[src/rtl/tic_tac_toe.sv]
// ---------------------------------------------------------------------------
// tic_tac_toe : two-player 3x3 tic-tac-toe game core.
//
// Sits between nine asynchronous cell push-buttons and the tri-colour cell
// LEDs / status flags. Each button is synchronized and edge-detected; a
// press on an empty cell while the game is active places the current
// player's mark and passes the turn. Wins and a full grid end the game
// until reset.
//
// Ports
//   clk               in   system clock, rising edge
//   reset             in   asynchronous active-high game clear
//   a..i              in   cell buttons, row-major a b c / d e f / g h i
//   p1_turn/p2_turn   out  player to move (both 0 once the game is over)
//   p1_win/p2_win     out  player owns a complete line
//   grid_full         out  all nine cells occupied
//   a_led..i_led      out  [0] player 1 owns, [1] player 2 owns,
//                          [2] cell lies on the winning line(s)
// ---------------------------------------------------------------------------
module tic_tac_toe (
  input  logic       clk,
  input  logic       reset,
  input  logic       a,
  input  logic       b,
  input  logic       c,
  input  logic       d,
  input  logic       e,
  input  logic       f,
  input  logic       g,
  input  logic       h,
  input  logic       i,
  output logic       p1_turn,
  output logic       p2_turn,
  output logic       p1_win,
  output logic       p2_win,
  output logic       grid_full,
  output logic [2:0] a_led,
  output logic [2:0] b_led,
  output logic [2:0] c_led,
  output logic [2:0] d_led,
  output logic [2:0] e_led,
  output logic [2:0] f_led,
  output logic [2:0] g_led,
  output logic [2:0] h_led,
  output logic [2:0] i_led
);

  // Cell k of every 9-bit vector: bit 0 = a ... bit 8 = i.
  logic [8:0] btn_s;
  logic [8:0] sync1_q;
  logic [8:0] sync2_q;
  logic [8:0] prev_q;
  logic [8:0] rise_s;
  logic [8:0] sel_s;

  logic [8:0] p1_q;
  logic [8:0] p1_d;
  logic [8:0] p2_q;
  logic [8:0] p2_d;
  logic       turn_q;   // 0 = player 1 to move, 1 = player 2
  logic       turn_d;

  logic       p1_win_s;
  logic       p2_win_s;
  logic       full_s;
  logic       active_s;
  logic       place_s;
  logic [8:0] line_s;
  logic [8:0] win_cells_s;

  // Cell mask of line k: rows 0-2, columns 3-5, diagonals 6-7.
  function automatic logic [8:0] line_mask(input logic [2:0] k);
    logic [8:0] m;
    case (k)
      3'd0:    m = 9'b000_000_111;
      3'd1:    m = 9'b000_111_000;
      3'd2:    m = 9'b111_000_000;
      3'd3:    m = 9'b001_001_001;
      3'd4:    m = 9'b010_010_010;
      3'd5:    m = 9'b100_100_100;
      3'd6:    m = 9'b100_010_001;
      3'd7:    m = 9'b001_010_100;
      default: m = 9'b000_000_000;
    endcase
    return m;
  endfunction

  assign btn_s = {i, h, g, f, e, d, c, b, a};

  // Button synchronizers and previous-sample flops. Resetting them to 1
  // makes a button that is held through reset release look already seen.
  always_ff @(posedge clk or posedge reset) begin
    if (reset) begin
      sync1_q <= 9'h1FF;
      sync2_q <= 9'h1FF;
      prev_q  <= 9'h1FF;
    end else begin
      sync1_q <= btn_s;
      sync2_q <= sync1_q;
      prev_q  <= sync2_q;
    end
  end

  assign rise_s = sync2_q & ~prev_q;
  // Isolate the lowest set bit: cell a has the highest priority.
  assign sel_s  = rise_s & (~rise_s + 9'd1);

  // Line evaluation; only one player can ever complete a line because
  // play stops at the first win.
  always_comb begin
    p1_win_s    = 1'b0;
    p2_win_s    = 1'b0;
    win_cells_s = 9'd0;
    line_s      = 9'd0;
    for (int k = 0; k < 8; k++) begin
      line_s = line_mask(3'(k));
      if ((p1_q & line_s) == line_s) begin
        p1_win_s    = 1'b1;
        win_cells_s = win_cells_s | line_s;
      end else if ((p2_q & line_s) == line_s) begin
        p2_win_s    = 1'b1;
        win_cells_s = win_cells_s | line_s;
      end else begin
        win_cells_s = win_cells_s;
      end
    end
  end

  assign full_s   = &(p1_q | p2_q);
  assign active_s = ~(p1_win_s | p2_win_s | full_s);
  assign place_s  = active_s && (sel_s != 9'd0) && ((sel_s & (p1_q | p2_q)) == 9'd0);

  // Next board/turn: the selected edge lands only on an empty cell.
  always_comb begin
    p1_d   = p1_q;
    p2_d   = p2_q;
    turn_d = turn_q;
    if (place_s) begin
      if (turn_q == 1'b0) begin
        p1_d = p1_q | sel_s;
      end else begin
        p2_d = p2_q | sel_s;
      end
      turn_d = ~turn_q;
    end else begin
      turn_d = turn_q;
    end
  end

  // Board and turn registers.
  always_ff @(posedge clk or posedge reset) begin
    if (reset) begin
      p1_q   <= 9'd0;
      p2_q   <= 9'd0;
      turn_q <= 1'b0;
    end else begin
      p1_q   <= p1_d;
      p2_q   <= p2_d;
      turn_q <= turn_d;
    end
  end

  assign p1_turn   = active_s & ~turn_q;
  assign p2_turn   = active_s & turn_q;
  assign p1_win    = p1_win_s;
  assign p2_win    = p2_win_s;
  assign grid_full = full_s;

  assign a_led = {win_cells_s[0], p2_q[0], p1_q[0]};
  assign b_led = {win_cells_s[1], p2_q[1], p1_q[1]};
  assign c_led = {win_cells_s[2], p2_q[2], p1_q[2]};
  assign d_led = {win_cells_s[3], p2_q[3], p1_q[3]};
  assign e_led = {win_cells_s[4], p2_q[4], p1_q[4]};
  assign f_led = {win_cells_s[5], p2_q[5], p1_q[5]};
  assign g_led = {win_cells_s[6], p2_q[6], p1_q[6]};
  assign h_led = {win_cells_s[7], p2_q[7], p1_q[7]};
  assign i_led = {win_cells_s[8], p2_q[8], p1_q[8]};

endmodule

[config.mk]
export PLATFORM = sky130hd
export DESIGN_NAME = tic_tac_toe
export DESIGN_NICKNAME = d
export VERILOG_FILES = /design/src/rtl/tic_tac_toe.sv
export SDC_FILE = /design/constraint.sdc
export NUM_CORES = 1
export LEC_CHECK = 0
export BUFFER_PORTS_ARGS = -buffer_cell sky130_fd_sc_hd__buf_2
export CAP_MARGIN = 20
export CORE_UTILIZATION = 50
export CTS_CLUSTER_DIAMETER = 40
export DETAILED_ROUTE_END_ITERATION = 8
export GPL_TIMING_DRIVEN = 0
export PLACE_DENSITY = 0.75
export SLEW_MARGIN = 20
export SYNTH_ARGS = -nofsm -noshare
export SYNTH_HDL_FRONTEND = slang
export SYNTH_SLANG_ARGS = --single-unit
[constraint.sdc]
create_clock -name clk -period 3.5 [get_ports clk]
set_clock_uncertainty 0.15 [all_clocks]
set_input_delay 0.175 -clock clk [delete_from_list [all_inputs] [get_ports clk]]
set_output_delay 0.175 -clock clk [all_outputs]
set_load 0.02 [all_outputs]
==> flow_results.org, run 1 <==
** Synthesis
- After synthesis, the share of cell area in mux cells is 0%.
- Counting flops with a built-in enable in the synthesized netlist gives 0.
- After synthesis, the largest family of logic cells by area is simple AND/OR/NAND/NOR gates.
- Xor-xnor portion of the synthesized cell area :: 0.449%
- Most instantiated library cell after synthesis :: sky130_fd_sc_hd__dfstp_2
- In this run the cell area of the synthesized design comes to 1950 um^2.
- The synthesized netlist contains 37 unique library cells.
- Post-synthesis register bit count :: 46
- Counting flops with an async set or reset pin after synthesis yields a share of 100%.
- The commonest cells after synthesis are sky130_fd_sc_hd__dfstp_2 (27), sky130_fd_sc_hd__dfrtp_1 (19), sky130_fd_sc_hd__nor2b_1 (18).
- Biggest area contributors in the synthesized netlist :: sky130_fd_sc_hd__dfstp_2 (36%), sky130_fd_sc_hd__dfrtp_1 (24%), sky130_fd_sc_hd__nor2b_1 (5.8%), sky130_fd_sc_hd__a31o_1 (4.0%), sky130_fd_sc_hd__nand3_1 (3.1%)
- Arithmetic-cell share of the synthesized area counting full adders, half adders and majority gates :: 0%
- Synth Area in Simple Gates :: 22.2%
- When the netlist entered floorplanning its net count stood at 177.
- For this run, the number of Yosys warnings is 0.
- Most used flip-flop cell after synthesis :: sky130_fd_sc_hd__dfstp_2
- Number of standard cells after synthesis :: 166
- Mean instance size in the synthesized netlist :: 11.8 um^2
- Of the synthesized area, sequential elements account for 60.7%.
- Biggest area consumer among synthesized cells :: sky130_fd_sc_hd__dfstp_2
- The synthesized design devotes to its leading area cell type 36.3% of total area.
- Synth Area in Compound Gates :: 14.4%

** Setup path
- Library cell appearing most often on the critical path :: sky130_fd_sc_hd__buf_2
- STA puts the critical path data arrival time at 2.39 ns.
- Cell Chain, Critical Path :: buf_2 > and3_1 > o22ai_1 > or4_4 > or3b_4 > nor2_1 > buf_2
- The worst setup path is launched from a flip-flop.
- Cell with the largest stage delay on the worst path :: sky130_fd_sc_hd__or4_4
- The startpoint identified for the worst register-to-register timing path is p1_q[0]$_DFFE_PP0P_.
- The number of cells on the worst reg-to-reg path is 8.
- The worst register-to-register path ends at p1_q[2]$_DFFE_PP0P_.
- Number of buffer and inverter stages on the critical path :: 2
- In this run the worst path has a maximum fanout of 9.
- Broken down by cell family, the worst path's largest delay share belongs to simple AND/OR/NAND/NOR gates.
- The largest single stage delay on the critical path is 0.55 ns.
- R2R Setup Slk :: 0.79 ns
- The worst setup path is of the flip-flop to primary output kind.
- The worst setup path is captured at a primary output.
- Worst path required time :: 3.17 ns

** Floorplanning
- Measured along the x axis, the die boundary spans 64.5 um.
- Die extent in y :: 64.5 um
- The floorplan step defined a core boundary enclosing 3720 um^2.
- Effective utilization at floorplan :: 52.5%
- Top Ports :: 43
- Die ar. :: 4160 um^2
- The floorplan has 22 rows.

** Clock network
- Clk buf depth :: 2
- In this run the post-CTS setup repair buffer count came out at 0.
- # H-tree levels :: 2
- TritonCTS built the clock tree.
- Clock tree synthesis found a total of 46 sinks.
- Insertion delay of the later-clocked pin in the worst-skew pair :: 0.30 ns
- Clock root buffer master :: sky130_fd_sc_hd__clkbuf_8
- CTS clk-pin slew, worst paths :: 0.08 ns
- Counting the buffers created by CTS gives 5.

** Finish
- Fillers :: 307
- In the final layout, flip-flops and latches occupy 1180 um^2.
- Area of the multi-input gates :: 723 um^2
- Relative to the synthesized area, the layout overhead comes to 25.7%.
- Count of inserted antenna diode cells :: 0
- Cells with a size suffix above 1 make up 40.5% of the layout.
- Final net count :: 237
- Cell area after layout :: 2450 um^2

** Timing
- The worst path in the final design needs a cycle of 2.72 ns, including I/O delays and setup.
- RSZ-0062 raised after global routing :: no
- Slew at the pin closest to its max-slew limit :: 0.577 ns
- Headroom to the max-slew limit came out at 61.2%.
- Total negative setup slack :: 0 ns
- Final-report setup violation count :: 0
- Final Cycle Share :: 77.6%
- The total count of max-transition violations in the final report was 0.
- The hold violation total from the final report came to 0.
- Timing-limited maximum frequency :: 368 MHz

** Global routing
- Vias in the first global route :: 1492
- First-pass GRT wire length :: 7.02 mm
- Pin count of the biggest net entering global routing :: 28
- The number of antenna violations at the first check in global routing was 0.
- GRT met2 Usage :: 37.8%
- GRT met3 Usage :: 4.23%
- Grt total ovfl :: 0
- Total GRT Usage :: 22.7%
- Global Route met1 Usage :: 28.7%
- After global routing, the most crowded layer is met2.

** Power and ir drop
- Highest ir drop seen on vdd :: 0.419 mV
- Post-route total power :: 2.39 mW
- Leak :: 1.12 nW
- For this design the ratio of total power to cell area is 975 nW/um^2.

** Placed design
- GP Congestion :: 0.877
- After legalization and detailed placement, the total HPWL measured 2.89 mm.
- Post-DP Area :: 2250 um^2
- Number of buffer cells added on primary ports :: 42

** Route
- Iteration-0 DRC count of the detailed router :: 129
- Post-route DRC violation count :: 0
- Post-DR vias/cell :: 5.76
- In the final routed layout, each cell accounts on average for 15.2 um.
- Via total after detailed routing :: 1585
- Wires add up to 4.17 mm.
- The first detailed-routing pass took 4 iterations.
- Detail Route Antenna Nets :: 0

** Worst hold path
- The path with the worst hold slack has its endpoint at sync2_q[4]$_DFF_PP1_.
- Hold Startpoint :: sync1_q[4]$_DFF_PP1_
- The min-delay analysis places its worst path in the category flip-flop to flip-flop.
- The worst hold path passes through 0 cells.

** Outcome
- Result of the run :: completed

** Run
- Max-cap violations in this run came to 0.
## cell type report
cell class                      instances  share of cell area (%)
Sequential cell                        46                    48.3
Timing Repair Buffer                   53                    13.8
Clock buffer                            7                    3.98
Buffer                                  5                    1.33
Multi-Input combinational cell        112                    29.5
Clock inverter                          1                   0.255
Tap cell                               48                    2.45
Inverter                                3                   0.459
## through the flow
step	cells	setup WS, ns	hold WS [ns]	util, %
after floorplan	166	0.813	0.0295	-
after global routing	275	0.659	0.217	66.0
after detailed placement	257	0.841	0.0575	60.5
after CTS	275	0.781	0.209	66.0
after global placement	256	0.877	0.130	59.8
final	275	0.784	0.207	66.0
## kinds of logic after synthesis
| kind of cell | Yosys count |
|---|---|
| AOI/OAI and AO/OA | 37 |
| DFF | 46 |
| xor gates and xnor gates | 1 |
| buffers and inverters | 8 |
| and+or+nand+nor | 74 |
## cell usage in the layout, fill, tap and decap left out, types with 3 or more instances in the layout
cell type / Yosys / layout
sky130_fd_sc_hd__o22ai_1: 6 / 6
sky130_fd_sc_hd__nand2_1: 9 / 9
sky130_fd_sc_hd__a31o_1: 9 / 9
sky130_fd_sc_hd__nor2b_1: 18 / 18
sky130_fd_sc_hd__o21bai_1: 3 / 3
sky130_fd_sc_hd__dfrtp_1: 19 / 19
sky130_fd_sc_hd__nor2_1: 7 / 7
sky130_fd_sc_hd__o21ai_0: 5 / 5
sky130_fd_sc_hd__a31o_2: 5 / 5
sky130_fd_sc_hd__nand3_1: 12 / 12
sky130_fd_sc_hd__clkbuf_8: 0 / 5
sky130_fd_sc_hd__dlygate4sd3_1: 0 / 10
sky130_fd_sc_hd__and3_1: 9 / 9
sky130_fd_sc_hd__a22oi_1: 3 / 3
sky130_fd_sc_hd__dfstp_2: 27 / 27
sky130_fd_sc_hd__buf_2: 2 / 44
sky130_fd_sc_hd__a22o_1: 4 / 4
## state kept, by name, indices dropped and copies added (netlist names)
register	flops
prev_q	9
turn_q	1
p1_q	9
sync1_q	9
p2_q	9
sync2_q	9
## per-layer routing
metal  wire length [um]  up-vias
li1                   -      727
met2               2040       76
met5                  0        -
met3                292        6
met4                 55        0
met1               1780      776
## where the power goes
part           internal, mW  total (mW)  switching (mW)  leakage [nW]
combinational         0.475        1.20           0.724         0.558
sequential            0.663       0.840           0.177         0.511
clock                 0.185       0.355           0.170        0.0539
## worst max path at each step
stage / startpoint / end / slack, ns / cells after the start
6_report: p1_q[0]$_DFFE_PP0P_ / p2_turn / 0.78 / 7
5_1_grt: p1_q[2]$_DFFE_PP0P_ / p2_turn / 0.66 / 7
4_1_cts: p1_q[0]$_DFFE_PP0P_ / p2_turn / 0.78 / 7
3_5_place_dp: p1_q[0]$_DFFE_PP0P_ / p1_q[1]$_DFFE_PP0P_ / 0.84 / 8
3_3_place_gp: p1_q[2]$_DFFE_PP0P_ / p1_q[2]$_DFFE_PP0P_ / 0.88 / 8
2_1_floorplan: p1_q[2]$_DFFE_PP0P_ / p2_q[2]$_DFFE_PP0P_ / 0.81 / 8
## what timing repair did
item                                   in CTS  in global routing
hold buffers                               10                  0
endpoints found under the hold margin      16                  0
gates resized for setup                     0                  0
No activity file was read; power rests on OpenSTA's default activity.
==> run 2, diff against run 1 <==
==> constraint.sdc (replaced) <==
create_clock -name clk -period 2.61 [get_ports clk]
set_clock_uncertainty 0.15 [all_clocks]
set_input_delay 0.1305 -clock clk [delete_from_list [all_inputs] [get_ports clk]]
set_output_delay 0.1305 -clock clk [all_outputs]
set_load 0.02 [all_outputs]
==> run 2 against run 1 <==
  * The flow now finishes with violations (negative setup slack)
  * Worst setup slack lost 0.86 ns
  * Largest power group unchanged
  * Clock power grew 70%
  * Core utilization grew 4.3 points
  * Via count grew 6.0%
  * Worst hold slack gained 0.0011 ns
  * Count of clock-buffer cells in the layout is the same
  * Sequential power grew 38%
  * Cell count grew 2.5%
  * Global-route usage grew 0.061 points
  * First-iteration DRC count grew 110%
  * Largest cell class unchanged
==> flow_results.org, run 2 (synthesized netlist as in run 1, its figures left out) <==
** Outcome
- Result of the run: finished, violations left (was completed).
- Violations in the final reports :: negative setup slack

** Clock network
- The clock network latency to the later pin of the worst-skew pair is 0.30 ns (about the same).
- Clock tree from TritonCTS :: built (unchanged)
- CTS clk-pin slew, worst paths :: 0.08 ns (about the same)
- The maximum clock path buffer count came to 2 (unchanged).
- Clock root buffer master :: sky130_fd_sc_hd__clkbuf_8 (unchanged)
- # H-tree levels :: 2 (unchanged)
- Cts bufs inserted :: 5 (unchanged)
- The number of clock sinks seen by CTS was 46 (unchanged).

** Route
- First-pass iteration count of the detailed router :: 4 (unchanged)
- Post-route DRC violation count :: 0 (unchanged)
- The remaining antenna violation count after routing is 0 (unchanged).
- The via count came to 1680 (was 1585).
- The iteration-0 DRC count of the detailed router was 269 (was 129).
- DRT Wirelength :: 4.73 mm (was 4.17 mm)
- The average wire length per cell after detail routing is 16.8 um (was 15.2 um).
- Post-DR vias/cell :: 5.96 (was 5.76)

** Timing
- The setup TNS was -0.763 ns (was 0 ns).
- Final Slew Violations :: 0 (unchanged)
- Slew at the pin closest to its max-slew limit :: 0.528 ns (was 0.577 ns)
- Post-layout minimum cycle time :: 2.68 ns
- RSZ-0062 raised after global routing :: yes (was no)
- Final Cycle Share :: 103%
- For this run, the top clock speed supported by timing is 373 MHz.
- Final-report setup violation count :: 14 (was 0)
- Number of failing hold endpoints at the final stage :: 0 (unchanged)
- The worst path setup slack after routing was -0.0735 ns (was 0.784 ns).
- The worst-case headroom to the max-slew limit was 64.4% (was 61.2%).

** Finish
- The commonest non-fill, non-tap cell in the layout was sky130_fd_sc_hd__buf_2 (unchanged).
- The post-route core utilization came to 70.3% (was 66.0%).
- Count of inserted antenna diode cells :: 0 (unchanged)
- The growth of design area from synthesis to finish is 33.8% (was 25.7%).
- The total of fill cells in the finished design was 284 (was 307).
- The register area came to 1200 um^2 (was 1180 um^2).
- Area of the multi-input gates :: 764 um^2 (was 723 um^2)
- Commonest non-fill, non-tap cells in the layout: sky130_fd_sc_hd__buf_2 (42), sky130_fd_sc_hd__dfstp_2 (27), sky130_fd_sc_hd__nor2b_1 (18), sky130_fd_sc_hd__nand3_1 (12), sky130_fd_sc_hd__dfrtp_2 (12) (was sky130_fd_sc_hd__buf_2 (44), sky130_fd_sc_hd__dfstp_2 (27), sky130_fd_sc_hd__dfrtp_1 (19), sky130_fd_sc_hd__nor2b_1 (18), sky130_fd_sc_hd__nand3_1 (12)).
- Share of post-route cells with drive strength above 1 :: 51.3% (was 40.5%)
- Final net count :: 244 (was 237)
- The design area is 2610 um^2 (was 2450 um^2).

** Setup path
- Kind of cell adding the most delay to the critical path :: simple AND/OR/NAND/NOR gates (unchanged)
- The standard cell with the maximum stage delay on the critical path was sky130_fd_sc_hd__or4_4 (unchanged).
- Startpoint type of the worst setup path :: flip-flop (unchanged)
- Cell Chain, Critical Path: and3_1 > o22ai_1 > or4_4 > or3b_4 > and4b_2 > buf_6 > a31o_1 (was buf_2 > and3_1 > o22ai_1 > or4_4 > or3b_4 > nor2_1 > buf_2).
- Arrival time of data at the critical path endpoint :: 2.76 ns (was 2.39 ns)
- The slack of the worst reg-to-reg path is -0.07 ns (was 0.79 ns).
- Max incr delay on CP :: 0.52 ns (was 0.55 ns)
- Worst path required time :: 2.69 ns (was 3.17 ns)
- The classification of the worst setup path is flip-flop to flip-flop (was flip-flop to primary output).
- Largest fanout on the critical path :: 7 (was 9)
- The capturing element type of the critical path is a flip-flop (was primary output).
- The combined buffer and inverter count along the critical path came to 1 (was 2).

** Placed design
- The post-detailed-placement half-perimeter wirelength is 2.90 mm (was 2.89 mm).
- Worst setup timing slack at the placement stage :: 0.0183 ns (was 0.841 ns)
- Number of buffer cells added on primary ports :: 42 (unchanged)
- The last weighted congestion value of the routability-driven placer is 0.884 (was 0.877).
- Post-DP Area :: 2270 um^2 (was 2250 um^2)

** Power and ir drop
- Internal Pwr Total :: 2.02 mW (was 1.32 mW)
- Logic pwr share :: 50.2% (was 50.1%)
- Switching share of power :: 43.0% (was 44.8%)
- Highest ir drop seen on vdd :: 0.592 mV (was 0.419 mV)
- Power Dens Cells :: 1360 nW/um^2 (was 975 nW/um^2)
- The leakage power of the design was 1.17 nW (was 1.12 nW).
- The net switching power was 1.53 mW (was 1.07 mW).
- Sequential share of power :: 32.8% (was 35.1%)
- The total power came to 3.55 mW (was 2.39 mW).
- Clock share of power :: 17.0% (was 14.8%)

** Global routing
- Pin count of the biggest net entering global routing :: 26 (was 28)
- The via count of the first global-routing pass was 1506 (was 1492).
- Grt total ovfl :: 0 (unchanged)
- The number of antenna violations at the first check in global routing came to 0 (unchanged).
- The overall fraction of global-route tracks in use came to 22.7% (about the same).
- First-pass GRT wire length :: 7.04 mm (was 7.02 mm)

** Floorplanning
- The site row count is 22 (unchanged).
- The floorplan die area was 4160 um^2 (unchanged).
- The vertical die dimension was 64.5 um (unchanged).
- CORE AREA :: 3720 um^2 (unchanged)
- Top Ports :: 43 (unchanged)
- Effective utilization at floorplan :: 52.5% (unchanged)
- Die width :: 64.5 um (unchanged)

** Worst hold path
- The type of the most critical hold path is flip-flop to flip-flop (unchanged).

** Run
- Maxcap violations :: 0 (unchanged)
-- run 2: cell types whose count changed in the layout (fill, tap and decap cells not counted), moves of 2 or more --
| cell | delta |
|---|---|
| sky130_fd_sc_hd__dfrtp_2 | +12 |
| sky130_fd_sc_hd__and3_1 | -3 |
| sky130_fd_sc_hd__buf_2 | -2 |
| sky130_fd_sc_hd__dfrtp_1 | -12 |
| sky130_fd_sc_hd__buf_6 | +3 |
| sky130_fd_sc_hd__and3_4 | +3 |
| sky130_fd_sc_hd__buf_4 | +6 |
-- run 2: final timing paths --
check,from,to,depth (start not counted)
setup / recovery,p1_q[7]$_DFFE_PP0P_,p2_q[6]$_DFFE_PP0P_,7
max in group asynchronous,reset,sync2_q[8]$_DFF_PP1_,4
hold / removal,sync1_q[4]$_DFF_PP1_,sync2_q[4]$_DFF_PP1_,0
setup reg to reg,p1_q[7]$_DFFE_PP0P_,p2_q[6]$_DFFE_PP0P_,7
min in group asynchronous,reset,p2_q[1]$_DFFE_PP0P_,3
hold reg to reg,sync1_q[4]$_DFF_PP1_,sync2_q[4]$_DFF_PP1_,0
-- run 2: power by group through the flow --
| stage | Combinational, mW | Clock (mW) | Sequential, mW |
|---|---|---|---|
| 2_1_floorplan | 0.981 | 0 | 1.23 |
| 3_3_place_gp | 1.57 | 0 | 1.12 |
| 3_5_place_dp | 1.60 | 0 | 1.13 |
| 4_1_cts | 1.66 | 0.609 | 1.12 |
| 5_1_grt | 1.89 | 0.642 | 1.19 |
| 6_report | 1.78 | 0.604 | 1.16 |
-- run 2: layout make-up --
class | count | area share, %
well taps | 48 | 2.30
inverters | 3 | 0.431
flip-flops and latches | 46 | 45.9
repair buffers | 61 | 15.4
clock buffers | 7 | 4.12
clock inverters | 1 | 1.15
plain buffers | 4 | 1.44
multi-input cells | 112 | 29.3
-- run 2: worst register-to-register path: cells and delay by family (launching register included) --
kind,cells,cell delay [ns]
buffers and inverters,1,0.14
and+or+nand+nor,4,1.58
AOI/OAI and AO/OA,2,0.26
DFF,1,0.48
-- run 2: metal layers --
metal | up-vias | global-route usage [%] | wire length, um
li1 | 740 | - | -
met1 | 829 | 29.0 | 1990
met2 | 102 | 37.2 | 2360
met3 | 9 | 4.75 | 313
met4 | 0 | 10.3 | 67
met5 | - | 0 | 0
-- run 2: per-stage QoR --
stage          hold WS, ns  instances
6_report             0.208        282
5_1_grt              0.215        282
4_1_cts              0.209        277
3_5_place_dp        0.0301        257
3_3_place_gp        0.0847        256
2_1_floorplan      -0.0150        166
-- run 2: repair_timing --
| item | 4_1_cts | 5_1_grt |
|---|---|---|
| endpoints found under the hold margin | 18 | 0 |
| gates cloned | 1 | 1 |
| hold buffers | 10 | 0 |
| endpoints found under the setup margin | 9 | 17 |
| pin swaps | 0 | 7 |
| gates resized for setup | 3 | 14 |
| buffers inserted | 1 | 5 |
